--- src/rtl/arb_pkg.sv ---
// Shared definitions for the 8-requester arbiter: sizes, FSM state encoding
// and the index-to-one-hot helper.
package arb_pkg;

  localparam int unsigned N_REQ = 8;
  localparam int unsigned IDX_W = 3;
  localparam int unsigned CNT_W = 8;

  typedef enum logic {
    IDLE  = 1'b0,
    GRANT = 1'b1
  } arb_state_e;

  // One-hot vector with only bit 'idx' set.
  function automatic logic [N_REQ-1:0] onehot_of(input logic [IDX_W-1:0] idx);
    return N_REQ'(1) << idx;
  endfunction

endpackage

--- src/rtl/prio_pick8.sv ---
// Combinational descending priority picker over 8 eligible lines.
// Ports:
//   eligible [7:0] : candidate lines
//   start    [2:0] : highest-priority index in rotated mode
//   rr_mode        : 1 = search descending from start with wrap, 0 = index 7 first
//   any            : some eligible line is set
//   idx      [2:0] : winning index (0 when any=0)
module prio_pick8
  import arb_pkg::*;
(
  input  logic [N_REQ-1:0] eligible,
  input  logic [IDX_W-1:0] start,
  input  logic             rr_mode,
  output logic             any,
  output logic [IDX_W-1:0] idx
);

  logic [IDX_W-1:0] first;
  logic [IDX_W-1:0] cand;

  // Walk from the lowest-priority offset up to 'first'; the last hit wins.
  always_comb begin
    first = rr_mode ? start : IDX_W'(N_REQ - 1);
    any   = 1'b0;
    idx   = '0;
    cand  = '0;
    for (int i = int'(N_REQ) - 1; i >= 0; i--) begin
      cand = first - IDX_W'(i);
      if (eligible[cand]) begin
        any = 1'b1;
        idx = cand;
      end
    end
  end

endmodule

--- src/rtl/req_arbiter8.sv ---
// 8-requester grant-and-hold arbiter with hold timeout and timed-out masking.
// Optional macro ARB_ROUND_ROBIN_EN: rotate priority from the last granted index.
// Ports:
//   clk, rst_n     : clock, synchronous active-low reset
//   en             : allows new grants from IDLE
//   req      [7:0] : request lines, held high for the whole transaction
//   gnt      [7:0] : one-hot grant
//   gnt_idx  [2:0] : binary grant index (0 when no grant)
//   gnt_valid      : grant active
//   timeout        : one-cycle pulse when a grant is force-released
module req_arbiter8
  import arb_pkg::*;
#(
  parameter int unsigned MAX_HOLD = 16
) (
  input  logic             clk,
  input  logic             rst_n,
  input  logic             en,
  input  logic [N_REQ-1:0] req,
  output logic [N_REQ-1:0] gnt,
  output logic [IDX_W-1:0] gnt_idx,
  output logic             gnt_valid,
  output logic             timeout
);

  localparam bit               TO_EN     = (MAX_HOLD != 0);
  localparam logic [CNT_W-1:0] HOLD_LAST = CNT_W'((MAX_HOLD == 0) ? 0 : MAX_HOLD - 1);

  arb_state_e       state_q, state_d;
  logic [N_REQ-1:0] gnt_q, gnt_d;
  logic [IDX_W-1:0] gnt_idx_q, gnt_idx_d;
  logic             gnt_valid_q, gnt_valid_d;
  logic             timeout_q, timeout_d;
  logic [CNT_W-1:0] hold_cnt_q, hold_cnt_d;
  logic [N_REQ-1:0] block_mask_q, block_mask_d;

  logic [N_REQ-1:0] eligible;
  logic [IDX_W-1:0] pick_start;
  logic             pick_rr;
  logic             pick_any;
  logic [IDX_W-1:0] pick_idx;

  assign eligible = req & ~block_mask_q;

`ifdef ARB_ROUND_ROBIN_EN
  logic [IDX_W-1:0] ptr_q, ptr_d;
  // Search starts just below the last winner, so reset ptr=0 starts at 7.
  assign pick_start = ptr_q - IDX_W'(1);
  assign pick_rr    = 1'b1;
`else
  assign pick_start = IDX_W'(N_REQ - 1);
  assign pick_rr    = 1'b0;
`endif

  prio_pick8 u_pick (
    .eligible (eligible),
    .start    (pick_start),
    .rr_mode  (pick_rr),
    .any      (pick_any),
    .idx      (pick_idx)
  );

  // Next-state and registered-output computation.
  always_comb begin
    state_d      = state_q;
    gnt_d        = gnt_q;
    gnt_idx_d    = gnt_idx_q;
    gnt_valid_d  = gnt_valid_q;
    timeout_d    = 1'b0;
    hold_cnt_d   = hold_cnt_q;
    // A requester's block lifts as soon as it drops its request.
    block_mask_d = block_mask_q & req;
`ifdef ARB_ROUND_ROBIN_EN
    ptr_d        = ptr_q;
`endif

    case (state_q)
      IDLE: begin
        if (en && pick_any) begin
          state_d     = GRANT;
          gnt_d       = onehot_of(pick_idx);
          gnt_idx_d   = pick_idx;
          gnt_valid_d = 1'b1;
          hold_cnt_d  = '0;
`ifdef ARB_ROUND_ROBIN_EN
          ptr_d       = pick_idx;
`endif
        end
      end

      GRANT: begin
        if (hold_cnt_q != '1) begin
          hold_cnt_d = hold_cnt_q + CNT_W'(1);
        end
        // Release wins over a coincident timeout: no pulse, no mask.
        if (!req[gnt_idx_q]) begin
          state_d     = IDLE;
          gnt_d       = '0;
          gnt_idx_d   = '0;
          gnt_valid_d = 1'b0;
        end else if (TO_EN && (hold_cnt_q == HOLD_LAST)) begin
          state_d      = IDLE;
          gnt_d        = '0;
          gnt_idx_d    = '0;
          gnt_valid_d  = 1'b0;
          timeout_d    = 1'b1;
          block_mask_d = block_mask_d | onehot_of(gnt_idx_q);
        end
      end

      default: begin
        state_d = IDLE;
      end
    endcase
  end

  // State and output registers.
  always_ff @(posedge clk) begin
    if (!rst_n) begin
      state_q      <= IDLE;
      gnt_q        <= '0;
      gnt_idx_q    <= '0;
      gnt_valid_q  <= 1'b0;
      timeout_q    <= 1'b0;
      hold_cnt_q   <= '0;
      block_mask_q <= '0;
`ifdef ARB_ROUND_ROBIN_EN
      ptr_q        <= '0;
`endif
    end else begin
      state_q      <= state_d;
      gnt_q        <= gnt_d;
      gnt_idx_q    <= gnt_idx_d;
      gnt_valid_q  <= gnt_valid_d;
      timeout_q    <= timeout_d;
      hold_cnt_q   <= hold_cnt_d;
      block_mask_q <= block_mask_d;
`ifdef ARB_ROUND_ROBIN_EN
      ptr_q        <= ptr_d;
`endif
    end
  end

  assign gnt       = gnt_q;
  assign gnt_idx   = gnt_idx_q;
  assign gnt_valid = gnt_valid_q;
  assign timeout   = timeout_q;

endmodule
--- config.mk ---
export PLATFORM = sky130hd
export DESIGN_NAME = req_arbiter8
export DESIGN_NICKNAME = d
export VERILOG_FILES = /design/src/rtl/arb_pkg.sv /design/src/rtl/prio_pick8.sv /design/src/rtl/req_arbiter8.sv
export SDC_FILE = /design/constraint.sdc
export NUM_CORES = 1
export LEC_CHECK = 0
export CORE_MARGIN = 2
export CORE_UTILIZATION = 50
export CTS_BUF_LIST = sky130_fd_sc_hd__clkbuf_4 sky130_fd_sc_hd__clkbuf_8 sky130_fd_sc_hd__clkbuf_16
export DETAILED_ROUTE_END_ITERATION = 8
export HOLD_SLACK_MARGIN = 0.02
export PLACE_DENSITY_LB_ADDON = 0.08
export SLEW_MARGIN = 20
export SYNTH_ARGS = -nofsm -noshare
export SYNTH_HDL_FRONTEND = slang
export SYNTH_SLANG_ARGS = --single-unit
--- constraint.sdc ---
create_clock -name clk -period 3.55 [get_ports clk]
set_input_delay 0.5325 -clock clk [delete_from_list [all_inputs] [get_ports clk]]
set_output_delay 0.5325 -clock clk [all_outputs]
set_load 0.05 [all_outputs]
==> flow_summary.yaml <==
finish:
  fin_area_um2: 1770
  layout-drive-gt1-share: 0.0955
  area_growth_pct: 21.1
  diodes: 0
  layout.nets: 210
clocking:
  holdBufCountCts: 0
  ctsResizeCount: 0
  cts_htree_levels: 2
  clk_pin_slew_ns: 0.09
  clockBufferDepth: 2
  cts.sinks: 30
  cts_tree: "built"
  cts_root_buf: "clkbuf_4"
  post-cts-setup-buffers: 0
  cts_buffers: 5
  insertion_delay_ns: 0.33
synthesis:
  synth_nets: 185
  async_flop_share: 0
  synth_top_area_frac: 0.412
  synth_edf_count: 0
  synth_commonest_cells: "dfxtp_1 (30), nand2_1 (28), nor2_1 (15), nand3_1 (10), nand2b_1 (9)"
  yosysMostFrequentCell: "dfxtp_1"
  yosys_most_used_dff: "dfxtp_1"
  synth.distinct_cells: 38
  yosys.area.top_type: "dfxtp_1"
  ys_top_cells_by_area: "dfxtp_1 (41%), nand2_1 (7.2%), nand2b_1 (3.9%)"
  postSynthCellCount: 173
  syn_area_per_cell_um2: 8.43
  ys_seq_area_frac: 0.412
  synth_seq_cells: 30
  yosys_warnings: 0
  syn-cell-area_um2: 1460
drt:
  wl_per_cell_um: 14.1
  drc: 0
  vias_per_cell: 5.70
  vias: 1311
  drtPass1Iterations: 4
  drt_iter0_drc: 67
  ant_nets: 0
  wl_um: 3240
die:
  start_util: 0.529
  ios: 24
  floorplan.die_area_um2: 3370
  rows: 19
  die_w_um: 58.0
  fp.dieH_um: 58.0
  core_area_um2: 2760
place:
  dpl_cell_area_um2: 1700
  place_congestion: 0.796
  dp_hpwl_um: 2410
  portBuffers: 23
setup_path:
  required_ns: 3.02
  end_kind: "output port"
  startpoint_type: "flop"
  worst-endpoint-arrival_ns: 1.80
  crit_chain: "clkdlybuf4s50_1"
  critPathMaxFanout: 11
  cp_slowest_cell: "clkdlybuf4s50_1"
  critPathKind: "flop to output port"
  r2r_setup_slack_ns: 1.63
  max_stage_delay_ns: 0.88
  cp_top_family: "buffers and inverters"
  critPathBufInv: 1
worst_hold_path:
  hold_path_class: "flop to flop"
global_route:
  antenna_found_initial: 0
  grt.busiest_layer: "met2"
  grt_max_degree: 23
  met1_usage: 0.269
  grt-ovfl-total: 0
  grt_pass1_wl_um: 5490
  met2_usage: 0.357
  grt_pass1_vias: 1221
  grt_util_met3: 0.0692
  grt_use_total: 0.218
sta:
  slew_viol_final: 0
  finClkSkew_ns: 0.00556
  timing.final.crit_share: 0.656
  tightest_slew_ns: 0.508
  setup_viol_count_final: 0
  finalCriticalPeriod_ns: 2.33
  rsz0062_at_grt: "false"
  relSlewSlack: 0.659
  finalHoldViolations: 0
  fmax_ghz: 0.429
  setup_tns_ns: 0
power:
  ir_drop_v: 0.000302
  p_leak_nw: 0.598
  pwr_density_cell_nw_per_um2: 396
outcome:
  status: "complete, no violations"
run:
  cap_violations: 0
metal layers:
metal  vias to the layer above  wire length, um
met1                       604             1530
met2                        23             1520
met4                         0               46
met3                         5              142
met5                         -                0
li1                        679                -
flip-flops by register name, indices dropped and copies added, names as in the netlist:
| signal | flops |
|---|---|
| gnt_valid | 1 |
| gnt_idx | 3 |
| hold_cnt_q | 8 |
| timeout | 1 |
| gnt | 8 |
| block_mask_q | 8 |
| state_q | 1 |
logic make-up (layout without fill, tap and decap cells):
| family | Yosys count | count (layout) | synth area share |
|---|---|---|---|
| AND/OR/NAND/NOR | 84 | 84 | 0.296 |
| AO/OA/AOI/OAI | 39 | 39 | 0.192 |
| flip-flops | 30 | 30 | 0.412 |
| buffers and inverters | 10 | 36 | 0.0326 |
| XOR/XNOR | 5 | 5 | 0.0300 |
| multiplexers | 4 | 4 | 0.0292 |
| adder cells (fa/ha/maj) | 1 | 1 | 0.00857 |
stage by stage:
stage          total power (W)  setup WS, ns  instances  hold WS (ns)   util
6_report              0.000700          1.22        230         0.454  0.641
4_1_cts               0.000708          1.21        230         0.459  0.641
3_5_place_dp          0.000487          1.25        222         0.447  0.618
3_3_place_gp          0.000485          1.29        222         0.440  0.618
2_1_floorplan         0.000448          1.57        173         0.434      -
5_1_grt               0.000738          1.13        230         0.479  0.641
placed cells by master, fill, tap and decap left out, types with 2 or more instances in the layout:
cell | Yosys | routed
o21ai_1 | 7 | 7
nor2_1 | 15 | 15
inv_1 | 4 | 4
dfxtp_1 | 30 | 30
o32ai_1 | 2 | 2
o22ai_2 | 2 | 2
mux2_2 | 2 | 2
o21ai_0 | 2 | 2
nor2b_1 | 7 | 7
clkbuf_4 | 0 | 6
xnor2_1 | 4 | 4
nor4_1 | 3 | 3
nor3_1 | 3 | 3
nand2b_1 | 9 | 9
nand4_1 | 4 | 4
clkdlybuf4s50_1 | 0 | 23
nand2_1 | 28 | 28
nand3_1 | 10 | 10
mux2i_1 | 2 | 2
a32oi_1 | 5 | 5
a21oi_1 | 7 | 7
o22ai_1 | 6 | 6
area by class of cell:
cell class                      instances  area, um^2
Sequential cell                        30         601
Multi-Input combinational cell        133         811
Timing Repair Buffer                   24         238
Fill cell                             252         991
Clock buffer                            7        58.8
Clock inverter                          1        5.00
Tap cell                               31        38.8
Inverter                                4        15.0
report_power, final:
part	internal (W)	switching [W]
Clock	0.000103	0.000117
Combinational	0.0000465	0.0000748
Sequential	0.000345	0.0000135
Total	0.000495	0.000205
path summary, 6_finish.rpt:
check             startpoint          to  depth (start not counted)
setup / recovery  gnt_idx[1]  gnt_idx[1]                          1
hold / removal        gnt[6]      gnt[6]                          2
setup reg to reg  gnt_idx[1]      gnt[7]                          5
hold reg to reg       gnt[6]      gnt[6]                          2
Power figures use the tool's default switching activity.
